**config.mk**
```make
export PLATFORM = sky130hd
export DESIGN_NAME = sr_latch_ctrl
export DESIGN_NICKNAME = d
export VERILOG_FILES = /design/src/rtl/sr_latch_pkg.sv /design/src/rtl/sr_pulse_timer.sv /design/src/rtl/sr_latch_ctrl.sv
export SDC_FILE = /design/constraint.sdc
export NUM_CORES = 1
export LEC_CHECK = 0
export BUFFER_PORTS_ARGS = -buffer_cell sky130_fd_sc_hd__buf_2
export CORE_MARGIN = 10
export CORE_UTILIZATION = 47
export CTS_CLUSTER_DIAMETER = 120
export DETAILED_ROUTE_END_ITERATION = 10
export PLACE_DENSITY = 0.75
export SETUP_SLACK_MARGIN = 0.1
export SLEW_MARGIN = 40
export SYNTH_ARGS = -nofsm -noshare
export SYNTH_HDL_FRONTEND = slang
export SYNTH_SLANG_ARGS = --single-unit
```
**constraint.sdc**
```tcl
create_clock -name clk -period 1.4 [get_ports clk]
set_input_delay 0.14 -clock clk [delete_from_list [all_inputs] [get_ports clk]]
set_output_delay 0.14 -clock clk [all_outputs]
set_load 0.02 [all_outputs]
```
**src/rtl/sr_latch_pkg.sv**
```systemverilog
// sr_latch_pkg: shared state encoding, default timing constants and counter width for sr_latch_ctrl.
package sr_latch_pkg;
  localparam int CNT_W = 4;
  localparam int PULSE_CYC_DEF = 2;
  localparam int RECOV_CYC_DEF = 1;
  typedef logic [CNT_W-1:0] cnt_t;
  typedef enum logic [1:0] {ST_IDLE, ST_PULSE, ST_RECOVER, ST_CHECK} state_t;
  // Counter reload value for an N-cycle phase; a zero-length phase is never loaded.
  function automatic cnt_t phase_load(input int cyc);
    return cyc == 0 ? '0 : cnt_t'(cyc - 1);
  endfunction
endpackage

```
**src/rtl/sr_pulse_timer.sv**
```systemverilog
// sr_pulse_timer: loadable down-counter whose done flag marks the last cycle of a timed phase.
module sr_pulse_timer
  import sr_latch_pkg::*;
(
  input  logic clk,
  input  logic rst,
  input  logic load,
  input  cnt_t load_val,
  output logic done
);
  cnt_t cnt;
  always_ff @(posedge clk) begin
    if (rst) cnt <= '0;
    else if (load) cnt <= load_val;
    else if (cnt != '0) cnt <= cnt - 1'b1;
  end
  assign done = cnt == '0;
endmodule

```
**src/rtl/sr_latch_ctrl.sv**
```systemverilog
// sr_latch_ctrl: pulses S/R of an external SR latch per request, then checks Q (optional macro SR_LATCH_CTRL_CHECK_EN).
module sr_latch_ctrl
  import sr_latch_pkg::*;
#(
  parameter int PULSE_CYC = PULSE_CYC_DEF,
  parameter int RECOV_CYC = RECOV_CYC_DEF
) (
  input  logic clk,
  input  logic rst,
  input  logic set_req,
  input  logic clr_req,
  output logic ack,
  output logic busy,
  output logic S,
  output logic R,
  input  logic Q,
  input  logic Q_not,
  output logic err
);
  localparam cnt_t P_LD = phase_load(PULSE_CYC);
  localparam cnt_t R_LD = phase_load(RECOV_CYC);
  localparam bit NO_RECOV = RECOV_CYC == 0;
  state_t state;
  logic last_set;
  logic req;
  logic grant_set;
  logic load;
  cnt_t load_val;
  logic done;
  assign req = set_req | clr_req;
  // On a conflict the side that did not win last time gets the grant.
  assign grant_set = set_req & (~clr_req | ~last_set);
  always_comb begin
    load = (state == ST_IDLE && req) || (state == ST_PULSE && done && !NO_RECOV);
    load_val = state == ST_IDLE ? P_LD : R_LD;
  end
  sr_pulse_timer u_timer (
    .clk(clk),
    .rst(rst),
    .load(load),
    .load_val(load_val),
    .done(done)
  );
  always_ff @(posedge clk) begin
    if (rst) begin
      state <= ST_IDLE;
      S <= 1'b0;
      R <= 1'b0;
      ack <= 1'b0;
      busy <= 1'b0;
      last_set <= 1'b0;
    end else begin
      ack <= 1'b0;
      case (state)
        ST_IDLE: if (req) begin
          state <= ST_PULSE;
          busy <= 1'b1;
          S <= grant_set;
          R <= ~grant_set;
          last_set <= grant_set;
        end
        ST_PULSE: if (done) begin
          S <= 1'b0;
          R <= 1'b0;
          state <= NO_RECOV ? ST_CHECK : ST_RECOVER;
          ack <= NO_RECOV;
        end
        ST_RECOVER: if (done) begin
          state <= ST_CHECK;
          ack <= 1'b1;
        end
        default: begin
          state <= ST_IDLE;
          busy <= 1'b0;
        end
      endcase
    end
  end
`ifdef SR_LATCH_CTRL_CHECK_EN
  // last_set still names the side being served while in CHECK.
  always_ff @(posedge clk) begin
    if (rst) err <= 1'b0;
    else if (state == ST_CHECK && (Q != last_set || Q == Q_not)) err <= 1'b1;
  end
`else
  logic unused_fb;
  assign unused_fb = Q ^ Q_not;
  assign err = 1'b0;
`endif
endmodule

```
== After elaboration in Yosys (flattened, before gate mapping) ==
Index checks and enable logic that the tools add are counted.

* Add/subtract/negate cells: 1
* Multipliers: 0
* Div/mod/pow operators: 0
* Magnitude comparators: 0
* Equality and inequality tests: 5
* Shifts and indexed selects: 0
* Muxes and demuxes: 15
* Bitwise logic cells: 8
* Reductions and logical operators: 14

{| class="wikitable"
|+ Operators by type and width
! kind !! number
|-
| $mux 4 || 2
|-
| $mux 1 || 6
|-
| $mux 2 || 3
|-
| $ne 2x2->1 const B || 3
|-
| $pmux 1 s2 || 3
|-
| $pmux 2 s3 || 1
|-
| $reduce_and 3->1 || 2
|-
| $not 1->1 || 5
|-
| $logic_not 4->1 || 1
|-
| $reduce_and 2->1 || 2
|-
| $reduce_bool 2->1 || 2
|-
| $reduce_bool 4->1 || 1
|-
| $reduce_or 2->1 || 2
|-
| $sub 4x1->4 const B || 1
|-
| $eq 2x1->1 const B || 1
|-
| $eq 2x2->1 const B || 1
|-
| $logic_and 1x1->1 || 2
|-
| $logic_not 2->1 || 1
|-
| $or 1x1->1 || 2
|-
| $and 1x1->1 || 1
|-
| $logic_or 1x1->1 || 1
|}

* Register bits after elaboration: 11
* Latch bits: 0
* Bits in writable memories: 0
* Bits in read-only memories: 0
* Input port bits: 6
* Output and inout bits: 5
* Logic and storage cells: 50
* Memories: 0

== Logic depth before layout (Yosys ltp) ==
Gate-level depths: netlist of the first run.

* Depth after elaboration: 6
* Depth in mapped cells: 5
* Mapped depth without buffers: 5

== Modules after synthesis ==
From an unflattened synthesis of the first run, not the netlist that was laid out.

* Cells, all modules: 67
* Area, all modules: 613.1 sq um

{| class="wikitable"
|+ By module, submodules not included
! module !! times used !! cells each !! area each (sq um) !! seq. area each (sq um)
|-
| sr_latch_ctrl || 1 || 43 || 384.1 || 140.1
|-
| sr_pulse_timer || 1 || 24 || 229.0 || 80.1
|}

== Worst setup path before layout of the first run ==
Ideal clock, no wire load.

* Kind: register to register
* Start: register u_timer.cnt[0]
* End: register R
* Library setup time: 88 ps
* Arrival time: 1216 ps
* Required time: 1312 ps
* Path slack: 96 ps
* Stages on the path, launching flop included: 6
* Path buffers: 0
* Period minus slack after synthesis: 1304 ps
* Path through: dfxtp_1 inv_1 ha_1 nor3b_4 mux2_4 o32ai_2

* Longest elaborated chain between the ends: 3

{| class="wikitable"
|+ Ends and longest elaborated chain
! item !! RTL line !! text
|-
| start, declared || sr_pulse_timer.sv:11 || <nowiki>cnt_t cnt;</nowiki>
|-
| start signal, assigned || sr_pulse_timer.sv:14 || <nowiki>else if (load) cnt <= load_val;</nowiki>
|-
| start signal, assigned || sr_pulse_timer.sv:15 || <nowiki>else if (cnt != '0) cnt <= cnt - 1'b1;</nowiki>
|-
| $logic_not 4->1 || sr_pulse_timer.sv:17 || <nowiki>assign done = cnt == '0;</nowiki>
|-
| $ne 2x2->1 (no line) || - ||
|-
| $reduce_and 3->1 (no line) || - ||
|-
| end signal, assigned || sr_latch_ctrl.sv:59 || <nowiki>R <= ~grant_set;</nowiki>
|-
| end, declared || sr_latch_ctrl.sv:15 || <nowiki>output logic R,</nowiki>
|}

Every way passes these cells.
A chain may end at the register's enable or synchronous reset.

== Worst setup path in the final report of the first run ==
* Start: register u_timer.cnt[0]
* End: register S

* Longest elaborated chain between the ends: 3

{| class="wikitable"
|+ Ends and longest elaborated chain
! item !! RTL line !! text
|-
| $logic_not 4->1 || sr_pulse_timer.sv:17 ||
|-
| $ne 2x2->1 (no line) || - ||
|-
| $reduce_and 3->1 (no line) || - ||
|-
| end signal, assigned || sr_latch_ctrl.sv:58 || <nowiki>S <= grant_set;</nowiki>
|-
| end, declared || sr_latch_ctrl.sv:14 || <nowiki>output logic S,</nowiki>
|}

Every way passes these cells.

==> impl_results.md, run 1 <==
- Total congestion overflow after global routing: 0
- Largest net degree at the start of global routing: 13
- Number of endpoints failing setup at the final stage: 0
- Final-layout fill cell count: 116
- Via count of the first global-routing pass: 500
- Total Routing Usage GR: 7.371%
- Critical path startpoint category: register
- Number of remaining DRC errors: 0
- Max FO, Critical Path: 8
- Wire length of the first global-routing pass: 2042 um
- Num CTS Buffers: 3
- Clock tree buffer depth: 2
- Maximum level of the CTS H-tree: 1
- Data arrival time of the critical path: 1.42 ns
- DP HPWL: 839.8 um
- Average routed wire per standard cell: 11.99 um
- Vias after detailed routing: 515
- CTS hold repair buffers: 0
- Number of distinct library cell variants in the gate-level netlist after synthesis: 30
- Share of the cycle needed by the critical path after routing: 91.54%
- Count of endpoints failing hold in the final timing report: 0
- Final total power: 1.676 mW
- Switching power as a share of total power: 39.37%
- Yosys Warn Count: 0
- Port buffer count: 7
- Tmin final: 1.281 ns
- Commonest cells after routing, fill and taps aside: sky130_fd_sc_hd__dfxtp_1, sky130_fd_sc_hd__buf_2, sky130_fd_sc_hd__inv_1, sky130_fd_sc_hd__nor2_1, sky130_fd_sc_hd__nand2b_1
- Path type of the worst setup path: reg -> reg
- Req. time, crit path: 1.54 ns
- # rows: 13
- Initial core utilization: 49.76%
- Worst-skew pair later-pin latency: 0.26 ns
- Per-cell via count in the routed design: 5.309
- Share of final-layout standard cells stronger than drive strength 1: 39.02%
- Number of max-cap violations: 0
- Setup TNS: 0 ns
- Initial detailed-routing violation count: 13
- Psw: 0.6597 mW
- Area of the die: 3235 um2
- CTS tree: built
- Result of the run: completed
- Clock root buffer master: sky130_fd_sc_hd__clkbuf_4
- Overall die height: 56.88 um
- Synthesized netlist net count: 80
- Growth of design area from synthesis to finish: 19.57%
- Syn_area_per_cell: 9.266 um2
- RSZ-0062 raised after global routing: true
- Total core area: 1285 um2
- Max Clk Rate: 780.3 MHz
- Clock transition time at the flip-flop clock pins of the worst setup and hold paths: 0.08 ns
- Synth Instances: 69
- Count of final max-slew check failures: 0
- LEAKAGE: 0.3167 nW
- DIE WIDTH: 56.88 um
- Capturing element type of the critical path: register
- Syn Std Cell Area: 639.4 um2
- Post-synthesis sequential area ratio: 34.44%
- TritonCTS Sinks: 11
- Synthesis-stage register bit count: 11
- Diodes inserted: 0
- Final weighted congestion of routability-driven global placement: 0.7308
- DRT Pass-1 Iters: 4
- Relative contribution of the clock network to total power: 12.9%
- Sequential power share: 30.4%
- Max rail drop VDD: 1.199 mV
- IO Count: 11
- Nets: 94
- Cell Int Power: 1.016 mW
- Portion of total power attributed to combinational logic: 56.7%
- Remaining antenna violation count: 0
- Pwr Density: 2192 nW/um2
- Number of antenna violations at the first check in global routing: 0
- Worst hold path class: in -> reg
- Maximum clock skew at final layout: 0.009177 ns
- Sum of routed wire length over all layers: 1163 um
## per-stage QoR
stage	utilization, %	hold slack [ns]	worst slack [ns]	instance area [um2]	cells
detailed placement	53.94	0.4040	0.08730	693.2	90
finish	59.49	0.1342	0.1185	764.5	97
floorplan	-	0.2597	0.1082	640.6	69
CTS	57.55	0.1252	0.1058	739.5	96
global route	59.49	0.1379	0.06087	764.5	97
global placement	53.94	0.4001	0.08928	693.2	90
## logic make-up (layout without fill, tap and decap cells)
family	count (synthesis)	in the layout	synth area share, %
simple gates	22	22	20.55
mux	4	4	7.240
buf+inv	11	24	7.240
xor+xnor	1	1	1.370
fa+ha+maj	5	5	9.785
flops	11	11	34.44
compound gates	14	14	18.79
other cells	1	1	0.5865
## critical path, stage by stage, from the launching register on
cell and delay, ns:
sky130_fd_sc_hd__dfxtp_2 0.33, sky130_fd_sc_hd__inv_2 0.06, sky130_fd_sc_hd__ha_4 0.12, sky130_fd_sc_hd__nor3b_4 0.33, sky130_fd_sc_hd__mux2_4 0.25, sky130_fd_sc_hd__o32ai_2 0.07
## routing by layer
layer  global-route usage (%)  vias to the layer above  share of wire [%]
met5                        0                        -                  0
met4                    3.020                        0               0.60
met3                    3.146                        2                5.3
met2                    11.16                        8                 48
met1                    8.787                      244                 46
li1                         -                      261                  -
## final timing paths
| path | start | to | slack (ns) | cells past startpoint |
|---|---|---|---|---|
| worst min register to register | state[1] | state[1] | 0.50 | 2 |
| worst min-delay path | clr_req | last_set | 0.13 | 2 |
| worst max register to register | u_timer.cnt[0] | S | 0.12 | 5 |
| worst max-delay path | u_timer.cnt[0] | S | 0.12 | 5 |
## final cells by class
class / count / area (um2) / area share, %
Tap cell: 15 / 18.77 / 2.455
Sequential cell: 11 / 225.2 / 29.46
Inverter: 8 / 30.03 / 3.928
Timing Repair Buffer: 12 / 76.32 / 9.984
Clock buffer: 4 / 26.28 / 3.437
Multi-Input combinational cell: 47 / 387.9 / 50.74
## sequential cells by signal, summed over array words and instances (netlist names)
name and count:
S 1, last_set 1, busy 1, u_timer.cnt 4
R 1, state 2, ack 1
## Yosys cell counts
master,number,share of area [%]
sky130_fd_sc_hd__a32oi_1,2,2.7
sky130_fd_sc_hd__o21ai_0,2,1.6
sky130_fd_sc_hd__mux2_2,1,1.8
sky130_fd_sc_hd__a21oi_1,3,2.3
sky130_fd_sc_hd__a31oi_1,1,0.98
sky130_fd_sc_hd__nand2_1,2,1.2
sky130_fd_sc_hd__nand2b_1,5,4.9
sky130_fd_sc_hd__buf_4,1,1.2
sky130_fd_sc_hd__or2_1,1,0.98
sky130_fd_sc_hd__mux2_4,1,2.3
sky130_fd_sc_hd__conb_1,1,0.59
sky130_fd_sc_hd__xnor2_1,1,1.4
sky130_fd_sc_hd__and3b_2,1,1.6
sky130_fd_sc_hd__mux2i_1,2,3.1
sky130_fd_sc_hd__nor3b_4,1,2.9
sky130_fd_sc_hd__a311oi_1,1,1.4
sky130_fd_sc_hd__o211ai_1,1,1.2
sky130_fd_sc_hd__or2_2,2,2.0
sky130_fd_sc_hd__nor2b_1,1,0.98
sky130_fd_sc_hd__dfxtp_1,11,34
sky130_fd_sc_hd__o2bb2ai_2,1,2.3
sky130_fd_sc_hd__buf_2,1,0.78
sky130_fd_sc_hd__o32ai_2,2,5.1
sky130_fd_sc_hd__clkbuf_1,1,0.59
sky130_fd_sc_hd__inv_1,8,4.7
sky130_fd_sc_hd__nor2_1,5,2.9
sky130_fd_sc_hd__ha_1,5,9.8
sky130_fd_sc_hd__a21o_1,1,1.2
sky130_fd_sc_hd__nor3_1,3,2.3
sky130_fd_sc_hd__nand3_1,1,0.78
## power groups by stage
stage / clock, mW / sequential [mW] / combinational [mW]
floorplan: 0 / 0.545 / 0.601
detailed placement: 0 / 0.506 / 0.827
CTS: 0.224 / 0.503 / 0.880
global placement: 0 / 0.502 / 0.811
global route: 0.237 / 0.523 / 1.08
finish: 0.216 / 0.509 / 0.951
## what timing repair did
item / in CTS / in global routing
setup buffers: 2 / 1
endpoints found under the hold margin: 0 / 0
gates resized for setup: 4 / 5
pin swaps: 1 / 0
setup endpoints to repair: 2 / 7
Note: power is estimated with default switching activity, not from simulation.
==> run 2, diff against run 1 <==
--- a/config.mk
+++ b/config.mk
@@ -6,11 +6,12 @@
 export NUM_CORES = 1
 export LEC_CHECK = 0
 export BUFFER_PORTS_ARGS = -buffer_cell sky130_fd_sc_hd__buf_2
-export CORE_MARGIN = 10
-export CORE_UTILIZATION = 47
+export CORE_AREA = 10 10 47 49
+export CTS_BUF_LIST = sky130_fd_sc_hd__clkbuf_4
 export CTS_CLUSTER_DIAMETER = 120
 export DETAILED_ROUTE_END_ITERATION = 10
-export PLACE_DENSITY = 0.75
+export DIE_AREA = 0 0 57 59
+export PLACE_DENSITY = 0.77
 export SETUP_SLACK_MARGIN = 0.1
 export SLEW_MARGIN = 40
 export SYNTH_ARGS = -nofsm -noshare
==> run 2 against run 1 <==
Net effect: critical path depth is 1 higher; via count is 0.39% lower; clock skew is 0.0061 ns lower; clock-buffer cell count stayed put; die area is 3.9% higher; sequential cell count stayed put; final cell count is 1.0% higher; combinational power is 8% higher; critical path type unchanged; largest power group unchanged.
==> impl_results.md, run 2 (synthesis results as in run 1) <==
- Diodes inserted: 0
- TritonCTS Sinks: 11
- Number of remaining DRC errors: 0
- Capturing element type of the critical path: register
- DP HPWL: 851.6 um
- Total Routing Usage GR: 6.970%
- RSZ-0062 raised after global routing: true
- Count of endpoints failing hold in the final timing report: 0
- Per-cell via count in the routed design: 5.235
- Overall die height: 59 um
- Result of the run: completed
- Data arrival time of the critical path: 1.50 ns
- Worst Setup EP: u_timer.cnt[0]
- Flip-flop count of the largest register after layout: 4
- Nets: 94
- Initial core utilization: 45.62%
- DIE WIDTH: 57 um
- Commonest cells after routing, fill and taps aside: sky130_fd_sc_hd__dfxtp_1, sky130_fd_sc_hd__buf_2, sky130_fd_sc_hd__inv_1
- Top Registers: u_timer.cnt x4, state x2
- CTS tree: built
- # rows: 14
- Req. time, crit path: 1.59 ns
- Sum of routed wire length over all layers: 1205 um
- Remaining antenna violation count: 0
- Worst-skew pair later-pin latency: 0.27 ns
- DRT Pass-1 Iters: 4
- Wire length of the first global-routing pass: 1966 um
- IO Count: 11
- Start point of the critical path: u_timer.cnt[1]
- LEAKAGE: 0.3231 nW
- Max FO, Critical Path: 5
- Share of final-layout standard cells stronger than drive strength 1: 41.46%
- Vias after detailed routing: 513
- Growth of design area from synthesis to finish: 22.70%
- Total congestion overflow after global routing: 0
- Setup TNS: 0 ns
- Maximum level of the CTS H-tree: 1
- Top register by number of flip-flops: u_timer.cnt
- Number of endpoints failing setup at the final stage: 0
- Count of final max-slew check failures: 0
- Final weighted congestion of routability-driven global placement: 0.7294
- Count of cells along the worst register-to-register path: 6
- Critical path startpoint category: register
- Path type of the worst setup path: reg -> reg
- Tmin final: 1.310 ns
- Num CTS Buffers: 3
- Terminus of the critical flop-to-flop path: u_timer.cnt[0]
- Average routed wire per standard cell: 12.30 um
- Number of max-cap violations: 0
- Share of the cycle needed by the critical path after routing: 93.56%
- R2R Path Start: u_timer.cnt[1]
- Worst hold path class: in -> reg
- Register-to-register setup slack: 0.09 ns
- Clock transition time at the flip-flop clock pins of the worst setup and hold paths: 0.07 ns
- Max rail drop VDD: 1.151 mV
- Largest net degree at the start of global routing: 13
- Pwr Density: 2272 nW/um2
- Port buffer count: 7
- Clock tree buffer depth: 2
- Post-route design area: 784.5 um2
- Total core area: 1401 um2
- Area of the die: 3363 um2
- Max Clk Rate: 763.5 MHz
- Initial detailed-routing violation count: 6
- Placement-stage cell area: 694.4 um2
- Launch point of the worst hold path: clr_req
- Via count of the first global-routing pass: 486
- Clock root buffer master: sky130_fd_sc_hd__clkbuf_4
- Maximum clock skew at final layout: 0.003063 ns
- Number of antenna violations at the first check in global routing: 0
## run 2: cell counts in the layout (fill, tap and decap cells not counted)
No cell type changed its count.
## run 2: timing repair
action / CTS / global route
hold buffers: 0 / 0
setup buffers: 3 / 0
setup endpoints to repair: 2 / 9
pin swaps: 2 / 3
resized for setup: 3 / 8
## run 2: area by class of cell
class / count / area (um2)
fillers: 128 / 616.8
multi-input cells: 47 / 406.6
flip-flops and latches: 11 / 225.2
repair buffers: 12 / 72.57
clock buffers: 4 / 30.03
inverters: 8 / 30.03
well taps: 16 / 20.02
## run 2: worst min path at each step
stage | endpoint | cells after the start
2_1_floorplan | last_set | 1
5_1_grt | last_set | 2
3_3_place_gp | last_set | 2
3_5_place_dp | last_set | 2
4_1_cts | last_set | 2
6_report | last_set | 2
## run 2: power breakdown
group | switching [mW] | internal [mW]
combinational | 0.505 | 0.526
sequential | 0.0875 | 0.427
clock | 0.107 | 0.130
## run 2: metrics by stage
step           setup slack, ns  cells  power (mW)  util [%]  hold slack, ns
6_report               0.09020     98       1.782     55.98          0.1378
5_1_grt                0.03848     98       1.927     55.98          0.1617
4_1_cts                0.09583     98       1.667     53.84          0.1354
3_5_place_dp           0.06404     91       1.330     49.55          0.4098
3_3_place_gp           0.09904     91       1.305     49.55          0.4004
2_1_floorplan           0.1082     69       1.146         -          0.2597
## run 2: worst max-delay path, stage by stage (launching register included)
cell and delay (ns):
sky130_fd_sc_hd__dfxtp_2 0.34, sky130_fd_sc_hd__inv_2 0.05, sky130_fd_sc_hd__ha_4 0.15, sky130_fd_sc_hd__nor3b_4 0.16
sky130_fd_sc_hd__buf_4 0.15, sky130_fd_sc_hd__or2_2 0.26, sky130_fd_sc_hd__a31oi_1 0.12
## run 2: per-layer routing
metal	vias to the layer above	GRT usage [%]	wire length (um)
met5	-	0	0
met4	0	3.020	21
met3	4	2.361	52
met2	14	11.32	550
met1	232	8.115	581
li1	263	-	-
